`config.mk`:
```
export PLATFORM = sky130hd
export DESIGN_NAME = axi_lite_cmd_arbiter
export DESIGN_NICKNAME = d
export VERILOG_FILES = /design/src/rtl/axi_lite_cmd_arbiter.sv
export SDC_FILE = /design/constraint.sdc
export NUM_CORES = 1
export LEC_CHECK = 0
export CORE_MARGIN = 5
export CORE_UTILIZATION = 40
export DETAILED_ROUTE_END_ITERATION = 10
export GPL_ROUTABILITY_DRIVEN = 0
export PLACE_DENSITY = 0.81
export SYNTH_ARGS = -nofsm -noshare
export SYNTH_HDL_FRONTEND = slang
export SYNTH_SLANG_ARGS = --single-unit
```
`constraint.sdc`:
```
create_clock -name clk -period 7.9 [get_ports clk]
set_clock_uncertainty 0.15 [all_clocks]
set_input_delay 2.37 -clock clk [delete_from_list [all_inputs] [get_ports clk]]
set_output_delay 2.37 -clock clk [all_outputs]
set_load 0.05 [all_outputs]
```
`src/rtl/axi_lite_cmd_arbiter.sv`:
```
// Round-robin arbiter sharing one AXI4-Lite master command port among NUM_REQ
// requesters, one transaction in flight, with a done watchdog and late-done drain.
module axi_lite_cmd_arbiter #(
  parameter int NUM_REQ        = 2,
  parameter int ADDR_W         = 32,
  parameter int DATA_W         = 32,
  parameter int TIMEOUT_CYCLES = 1024
) (
  input  logic                        clk,
  input  logic                        arst,
  input  logic [NUM_REQ-1:0]          req_valid,
  input  logic [NUM_REQ-1:0]          req_write,
  input  logic [NUM_REQ*ADDR_W-1:0]   req_addr,
  input  logic [NUM_REQ*DATA_W-1:0]   req_wdata,
  output logic [NUM_REQ-1:0]          req_ready,
  output logic [NUM_REQ-1:0]          rsp_valid,
  output logic [DATA_W-1:0]           rsp_rdata,
  output logic                        rsp_err,
  output logic                        m_start_write,
  output logic                        m_start_read,
  output logic [ADDR_W-1:0]           m_write_address,
  output logic [ADDR_W-1:0]           m_read_address,
  output logic [DATA_W-1:0]           m_write_data,
  input  logic [DATA_W-1:0]           m_read_data,
  input  logic                        m_write_done,
  input  logic                        m_read_done,
  output logic                        busy,
  output logic [$clog2(NUM_REQ)-1:0]  grant_id
);

  localparam int GID_W = $clog2(NUM_REQ);
  localparam int CNT_W = (TIMEOUT_CYCLES > 1) ? $clog2(TIMEOUT_CYCLES) : 1;
  localparam logic [CNT_W-1:0] CNT_MAX = CNT_W'((TIMEOUT_CYCLES > 0) ? TIMEOUT_CYCLES - 1 : 0);

  typedef enum logic [2:0] {S_IDLE, S_ISSUE, S_WAIT, S_RESP, S_DRAIN} state_e;

  state_e             state_q, state_d;
  logic [GID_W-1:0]   last_q, last_d;
  logic [GID_W-1:0]   grant_q, grant_d;
  logic               wr_q, wr_d;
  logic               drain_q, drain_d;
  logic [CNT_W-1:0]   cnt_q, cnt_d;
  logic [NUM_REQ-1:0] req_ready_q, req_ready_d;
  logic [NUM_REQ-1:0] rsp_valid_q, rsp_valid_d;
  logic [DATA_W-1:0]  rsp_rdata_q, rsp_rdata_d;
  logic               rsp_err_q, rsp_err_d;
  logic               start_wr_q, start_wr_d;
  logic               start_rd_q, start_rd_d;
  logic [ADDR_W-1:0]  waddr_q, waddr_d;
  logic [ADDR_W-1:0]  raddr_q, raddr_d;
  logic [DATA_W-1:0]  wdata_q, wdata_d;
  logic               busy_q, busy_d;

  logic               gnt_found;
  logic [GID_W-1:0]   gnt_idx;
  logic               done_match;

  // First requester at or after last+1, wrapping.
  always_comb begin
    gnt_found = 1'b0;
    gnt_idx   = '0;
    for (int k = 1; k <= NUM_REQ; k++) begin
      if (!gnt_found && req_valid[(int'(last_q) + k) % NUM_REQ]) begin
        gnt_found = 1'b1;
        gnt_idx   = GID_W'((int'(last_q) + k) % NUM_REQ);
      end
    end
  end

  assign done_match = wr_q ? m_write_done : m_read_done;

  always_comb begin
    state_d     = state_q;
    last_d      = last_q;
    grant_d     = grant_q;
    wr_d        = wr_q;
    drain_d     = drain_q;
    cnt_d       = cnt_q;
    req_ready_d = '0;
    rsp_valid_d = '0;
    rsp_rdata_d = rsp_rdata_q;
    rsp_err_d   = rsp_err_q;
    start_wr_d  = 1'b0;
    start_rd_d  = 1'b0;
    waddr_d     = waddr_q;
    raddr_d     = raddr_q;
    wdata_d     = wdata_q;

    case (state_q)
      S_IDLE: begin
        if (gnt_found) begin
          last_d               = gnt_idx;
          grant_d              = gnt_idx;
          wr_d                 = req_write[gnt_idx];
          waddr_d              = req_addr[int'(gnt_idx)*ADDR_W +: ADDR_W];
          raddr_d              = req_addr[int'(gnt_idx)*ADDR_W +: ADDR_W];
          wdata_d              = req_wdata[int'(gnt_idx)*DATA_W +: DATA_W];
          req_ready_d[gnt_idx] = 1'b1;
          start_wr_d           = req_write[gnt_idx];
          start_rd_d           = !req_write[gnt_idx];
          state_d              = S_ISSUE;
        end
      end
      S_ISSUE: begin
        cnt_d   = '0;
        drain_d = 1'b0;
        if (done_match) begin
          rsp_rdata_d          = wr_q ? '0 : m_read_data;
          rsp_err_d            = 1'b0;
          rsp_valid_d[grant_q] = 1'b1;
          state_d              = S_RESP;
        end else begin
          state_d = S_WAIT;
        end
      end
      S_WAIT: begin
        if (done_match) begin
          rsp_rdata_d          = wr_q ? '0 : m_read_data;
          rsp_err_d            = 1'b0;
          rsp_valid_d[grant_q] = 1'b1;
          state_d              = S_RESP;
        end else if (TIMEOUT_CYCLES > 0) begin
          if (cnt_q == CNT_MAX) begin
            rsp_rdata_d          = '0;
            rsp_err_d            = 1'b1;
            drain_d              = 1'b1;
            rsp_valid_d[grant_q] = 1'b1;
            state_d              = S_RESP;
          end else begin
            cnt_d = cnt_q + 1'b1;
          end
        end
      end
      S_RESP: begin
        state_d = drain_q ? S_DRAIN : S_IDLE;
      end
      S_DRAIN: begin
        // Swallow the late done so it cannot complete the next command.
        if (done_match) begin
          drain_d = 1'b0;
          state_d = S_IDLE;
        end
      end
      default: state_d = S_IDLE;
    endcase

    busy_d = (state_d != S_IDLE);
  end

  always_ff @(posedge clk or posedge arst) begin
    if (arst) begin
      state_q     <= S_IDLE;
      last_q      <= GID_W'(NUM_REQ - 1);
      grant_q     <= '0;
      wr_q        <= 1'b0;
      drain_q     <= 1'b0;
      cnt_q       <= '0;
      req_ready_q <= '0;
      rsp_valid_q <= '0;
      rsp_rdata_q <= '0;
      rsp_err_q   <= 1'b0;
      start_wr_q  <= 1'b0;
      start_rd_q  <= 1'b0;
      waddr_q     <= '0;
      raddr_q     <= '0;
      wdata_q     <= '0;
      busy_q      <= 1'b0;
    end else begin
      state_q     <= state_d;
      last_q      <= last_d;
      grant_q     <= grant_d;
      wr_q        <= wr_d;
      drain_q     <= drain_d;
      cnt_q       <= cnt_d;
      req_ready_q <= req_ready_d;
      rsp_valid_q <= rsp_valid_d;
      rsp_rdata_q <= rsp_rdata_d;
      rsp_err_q   <= rsp_err_d;
      start_wr_q  <= start_wr_d;
      start_rd_q  <= start_rd_d;
      waddr_q     <= waddr_d;
      raddr_q     <= raddr_d;
      wdata_q     <= wdata_d;
      busy_q      <= busy_d;
    end
  end

  assign req_ready       = req_ready_q;
  assign rsp_valid       = rsp_valid_q;
  assign rsp_rdata       = rsp_rdata_q;
  assign rsp_err         = rsp_err_q;
  assign m_start_write   = start_wr_q;
  assign m_start_read    = start_rd_q;
  assign m_write_address = waddr_q;
  assign m_read_address  = raddr_q;
  assign m_write_data    = wdata_q;
  assign busy            = busy_q;
  assign grant_id        = grant_q;

endmodule

```
# ---- Yosys cells after proc, flatten, opt, wreduce, memory -nomap -nowiden
# Cells that the tools add are included.
dict set report word_totals {
  input_bits 168
  ff_bits 121
  output_inout_bits 137
  elab_cells 100
}
dict set report op_classes {
  n_bitwise 2
  n_mux 48
  reduce_logical 13
  n_eq_ne 11
  n_shift 2
  addsub 3
  n_lt_le_gt_ge 6
}
# cell n
set op_table {}
lappend op_table {{two-way mux 32 bit} 4}
lappend op_table {{variable part select 64 x 7 -> 32 bit} 2}
lappend op_table {{one-hot mux 32 bit (2 select lines)} 1}
lappend op_table {{two-way mux 1 bit} 24}
lappend op_table {{two-way mux 10 bit} 2}
lappend op_table {{one-hot mux 10 bit (2 select lines)} 1}
lappend op_table {{two-way mux 3 bit} 5}
lappend op_table {{one-hot mux 3 bit (5 select lines)} 1}
lappend op_table {{adder 10 x 1 -> 10 bit, second input constant} 1}
lappend op_table {{== test 10 bit, second input constant} 1}
lappend op_table {{two-way mux 2 bit} 5}
lappend op_table {{inequality test 2 bit, second input constant} 5}
lappend op_table {{== test 3 x 2 -> 1 bit, second input constant} 2}
lappend op_table {{less-than comparator 2 x 3 -> 1 bit, second input constant} 2}
lappend op_table {{AND reduction 3 bit} 2}
lappend op_table {{nonzero test 3 bit} 2}
lappend op_table {{less-than comparator 1 x 2 -> 1 bit, second input constant} 2}
lappend op_table {{one-hot mux 2 bit (2 select lines)} 1}
lappend op_table {{AND reduction 4 bit} 1}
lappend op_table {{== test 3 x 1 -> 1 bit, second input constant} 1}
lappend op_table {{== test 3 bit, second input constant} 1}
lappend op_table {{logical AND 1 bit} 3}
lappend op_table {{zero test 3 bit} 1}
lappend op_table {{inequality test 3 bit, second input constant} 1}
lappend op_table {{9 further kinds} 14}

# ---- Depth between registers and ports, before layout
dict set report logic_depth {
  ltp_word 15
  mapped_depth 7
  mapped_depth_nobuf 5
}

# ---- Worst setup path before layout
# Ideal clock, no wire load.
dict set report synth_path {
  kind {in2reg}
  start {input m_write_done}
  end {register cnt_q[5]}
  t_arrival_ps 3352
  stages 4
  setup_ps 135
  setup_slack_ps 4263
  n_path_buf 0
  required_time_ps 7615
  path_cell_list {mux2_2 -> a211o_2 -> o311ai_1 -> o31ai_1}
}
dict set report synth_via {
  elab_chain_len 3
}
# item line_no
set synth_rtl {}
lappend synth_rtl {{from (decl)} 25} ;# input logic m_write_done,
lappend synth_rtl {{two-way mux 1 bit} 70} ;# assign done_match = wr_q ? m_write_done : m_read_done;
lappend synth_rtl {{inequality test 2 bit (no source line)} -}
lappend synth_rtl {{AND reduction 3 bit (no source line)} -}
lappend synth_rtl {{to (signal assigned)} 174} ;# cnt_q <= cnt_d;
lappend synth_rtl {{to (decl)} 42} ;# logic [CNT_W-1:0] cnt_q, cnt_d;
# Every way passes these cells.
# A chain may end at the register's enable or synchronous reset.

# ---- Worst setup path after layout
dict set report layout_path {
  start {input req_valid[1]}
  end {register wr_q}
}
dict set report layout_via {
  elab_chain_len 9
  word_cells_on_any_way 15
  classes_between {mux: 12; reduce/logical: 3}
}
# item line_no
set layout_rtl {}
lappend layout_rtl {{from (decl)} 11} ;# input logic [NUM_REQ-1:0] req_valid,
lappend layout_rtl {{two-way mux 1 bit (implied by the code) (3 in a row)} 63} ;# if (!gnt_found && req_valid[(int'(last_q) + k) % NUM_REQ]) begin
lappend layout_rtl {{two-way mux 1 bit} 63}
lappend layout_rtl {{zero test 1 bit} 63}
lappend layout_rtl {{logical AND 1 bit} 63}
lappend layout_rtl {{two-way mux 1 bit} 63}
lappend layout_rtl {{two-way mux 1 bit (implied by the code) (2 in a row)} 94} ;# wr_d = req_write[gnt_idx];
lappend layout_rtl {{to (signal assigned)} 172} ;# wr_q <= wr_d;
lappend layout_rtl {{to (decl)} 40} ;# logic wr_q, wr_d;
# Parallel ways exist; a longest one is shown, timed or not. The select of a mux whose other input is x is not followed.

==> metrics.log <==
[metrics] wire length per cell: 17.9 um
[metrics] Bufs and invs on worst path: 2
[metrics] endpoint of the worst hold path: m_write_data[30]
[metrics] worst reg-to-reg setup slack: roughly 5.5 ns
[metrics] data arrival time of the worst path: ~4.4 ns
[metrics] leading cell types by total area after synthesis: dfrtp_1 52%, mux2i_1 12%, nand2_1 6.9%
[metrics] number of cells traversed by the worst hold path: 2
[metrics] gate family responsible for the most delay along the worst path: buffers and inverters
[metrics] CP max FO: 58
[metrics] Critical Path Stages: 6
[metrics] syn nets: ~750
[metrics] final non-filler cell area: ~0.0094 mm^2
[metrics] Detail Route met2 WL: between 9000 and 10000 um
[metrics] critical path class: input port to register
[metrics] max frequency: about 230 MHz
[metrics] async set or reset register ratio after synthesis: 1.00
[metrics] Placeable Area: ~0.014 mm^2
[metrics] number of warning messages in the yosys log: 0
[metrics] Tightest Pin Transition: about 1.1 ns
[metrics] first-pass GRT wire length: roughly 28000 um
[metrics] CTS tree: yes
[metrics] final-report hold violation count: 0
[metrics] IO Port Bufs: ~300
[metrics] type of the tightest min-delay check: register to register
[metrics] unrepaired setup endpoints after global routing: false
[metrics] maximum clock insertion buffer count: 2
[metrics] critical register-to-register path startpoint: state_q[2]
[metrics] DIE HEIGHT: ~130 um
[metrics] global route total overflow: 0
[metrics] Synth Register Bits: approximately 120
[metrics] Synth top area share: 0.517
[metrics] number of I/O pins: a little over 300
[metrics] clock slew seen by the registers of the worst setup and hold paths: roughly 0.05 ns
[metrics] Post-route DRC: 0
[metrics] routed wire length: 18500 um
[metrics] number of nets in the final layout: around 1000
[metrics] Critical Path Start Type: input port
[metrics] max-capacitance violation count: 0
[metrics] VDD IR-drop max: roughly 0.00023 V
[metrics] CTS hold repair buffers: 0
[metrics] fraction of final layout cells with drive strength greater than 1: 0.0696
[metrics] power per cell area: around 470 mW/mm^2
[metrics] Area after DPL: approximately 0.0087 mm^2
[metrics] critical path required time: between 8 and 9 ns
[metrics] highest metal layer used by the detailed router: met4
[metrics] number of DRC violations after detailed-routing iteration 0: about 310
[metrics] count of final setup violators: 0
[metrics] largest area contributor in the netlist: dfrtp_1
[metrics] number of enable-type register cells in the synthesized netlist: 0
[metrics] fin crit share: 0.540
[metrics] library cell contributing the largest single delay on the critical path: clkdlybuf4s50_1
[metrics] root buffer cell: clkbuf_16
[metrics] clock buffers created by TritonCTS: 17
[metrics] final hold slack: between 0.3 and 0.4 ns
[metrics] DP Wirelength: 13500 um
[metrics] worst reg2reg path depth: 4
[metrics] placed insts: around 1000
[metrics] Slew Viols, Final: 0
[metrics] crit path cell chain: clkdlybuf4s50_1 -> a21boi_4 -> buf_12 -> mux2i_1 -> and2_1 -> nor2_1
[metrics] Setup TNS Final: 0 ns
[metrics] count of different cell masters after synthesis: 48
[metrics] Critical R2R Capture: m_write_data[19]
[metrics] detailed-router iteration count before antenna repair: 4
[metrics] Placement Rows: 44
[metrics] antenna violations before repair: 0
[metrics] run status: finished clean
[metrics] part of the Yosys area used for sequential elements: 0.521
[metrics] number of nets with antenna violations after detailed routing: 0
[metrics] non-filler cells in the finished layout: 1032
[metrics] effective utilization at floorplan: 0.405
[metrics] Die Wd: ~130 um
[metrics] Critical Path Sink Type: register
[metrics] all-layer global routing usage: 0.214
[metrics] Hold Startpoint: m_write_data[30]
[metrics] quantity of gates resized following cts: 0
[metrics] headroom to the max-slew limit: 0.264
[metrics] Skew-Pair Late Insertion Delay: around 0.41 ns
[metrics] area of the die: between 0.015 and 0.02 mm^2
[metrics] via count: roughly 5200
[metrics] post-CTS setup repair buffer count: 0
[metrics] largest net degree at the start of global routing: about 130
[metrics] Clock H-tree levels: 4
[metrics] layout-stage area growth over the synthesis result: 60.8%
[metrics] Mapped Cells: approximately 580
[metrics] delay of the slowest cell on the worst path: about 0.56 ns
[metrics] wire length on met3: roughly 1300 um
[metrics] Post-synth top flop: dfrtp_1
[metrics] number of sinks on the clock net: between 100 and 150
[metrics] Avg Inst Size Synth: 10.1 um^2
[metrics] post-layout min period: around 4.3 ns
[metrics] area of the mapped netlist: between 0.005 and 0.006 mm^2
[metrics] leakage power summed over all cells: 4.01 nW
[metrics] vias in the first global route: 5173
[metrics] diodes inserted: 0
[metrics] ratio of routed vias to standard cells: about 5.0
[metrics] final core utilization: 0.651
[metrics] detailed-route wire length on metal 1: about 7500 um
-- power by group --
group          switching, W  internal (W)  leakage, nW
Clock              0.000268      0.000543        0.308
Sequential         0.000191      0.000880         1.55
Combinational       0.00172      0.000814         2.15
-- cells in the mapped netlist, drive strengths merged, types with 2 or more instances --
cell and instances:
dfrtp 120, nand2 107, o21ai 101, mux2i 69, buf 60, nand3 38
clkbuf 10, nor2 10, inv 5, nor3 5, a21oi 4, nand2b 4
nand4 4, nor2b 3, o311ai 3, a21o 2, a31oi 2, and2 2
and4 2, nor3b 2, o21a 2, o31ai 2, or3b 2
-- state kept, by name, indices dropped and copies added, names as in the netlist --
register / count
m_read_address: 32
m_write_data: 32
rsp_rdata: 32
cnt_q: 10
state_q: 3
req_ready: 2
rsp_valid: 2
busy: 1
drain_q: 1
grant_id: 1
last_q: 1
m_start_read: 1
m_start_write: 1
rsp_err: 1
wr_q: 1
-- through the flow --
stage / total power (W) / setup slack, ns
floorplan: 0.00283 / 2.17
CTS: 0.00445 / 3.66
finish: 0.00441 / 3.63
global route: 0.00463 / 3.54
global placement: 0.00358 / 3.34
detailed placement: 0.00362 / 3.23
-- cell families (layout without fill, tap and decap cells) --
logic type / after synthesis / after routing / synth area share
compound gates: 126 / 126 / 0.129
xor+xnor: 1 / 1 / 0.00151
simple gates: 182 / 182 / 0.144
buf+inv: 75 / 347 / 0.0814
mux: 70 / 70 / 0.121
fa+ha+maj: 1 / 1 / 0.00215
flops: 121 / 121 / 0.521
-- per-layer routing --
layer | global-route usage | vias up
li1 | - | 2485
met1 | 0.275 | 2484
met5 | 0 | -
met4 | 0.0913 | 0
met2 | 0.341 | 198
met3 | 0.0565 | 43
-- layout by cell type (no fill, tap or decap), types with 3 or more instances in the layout --
cell             instances
buf_4                    6
o21ai_2                  8
nor2b_1                  3
clkdlybuf4s50_1        304
clkbuf_16               17
nand4_1                  4
nor2_1                  10
inv_1                    4
nand3_1                 38
o21ai_0                 72
dfrtp_1                120
o21ai_1                 20
mux2i_1                 69
bufinv_16                3
nor3_1                   4
clkinv_2                 3
nand2b_1                 4
clkbuf_8                 6
nand2_1                107
-- final cells by class --
type	instances	area, um^2
repair buffers	311	3110
clock buffers	24	512
clock inverters	7	113
inverters	5	21.3
fillers	1205	5020
flip-flops and latches	121	3030
multi-input cells	380	2340
well taps	184	230
-- worst max path at each step --
stage                  from    to  slack, ns
2_1_floorplan          arst  busy       2.17
3_3_place_gp   req_valid[1]  wr_q       3.34
3_5_place_dp   req_valid[1]  wr_q       3.23
4_1_cts        req_valid[1]  wr_q       3.66
5_1_grt        req_valid[1]  wr_q       3.54
6_report       req_valid[1]  wr_q       3.63
-- worst reg2reg max path: stages, from the launching register on --
cell and delay [ns]:
dfrtp_1 0.66, nor3_2 0.17, o21ai_4 0.11, buf_4 0.84, o21ai_0 0.32
Note: power is estimated with default switching activity, not from simulation.
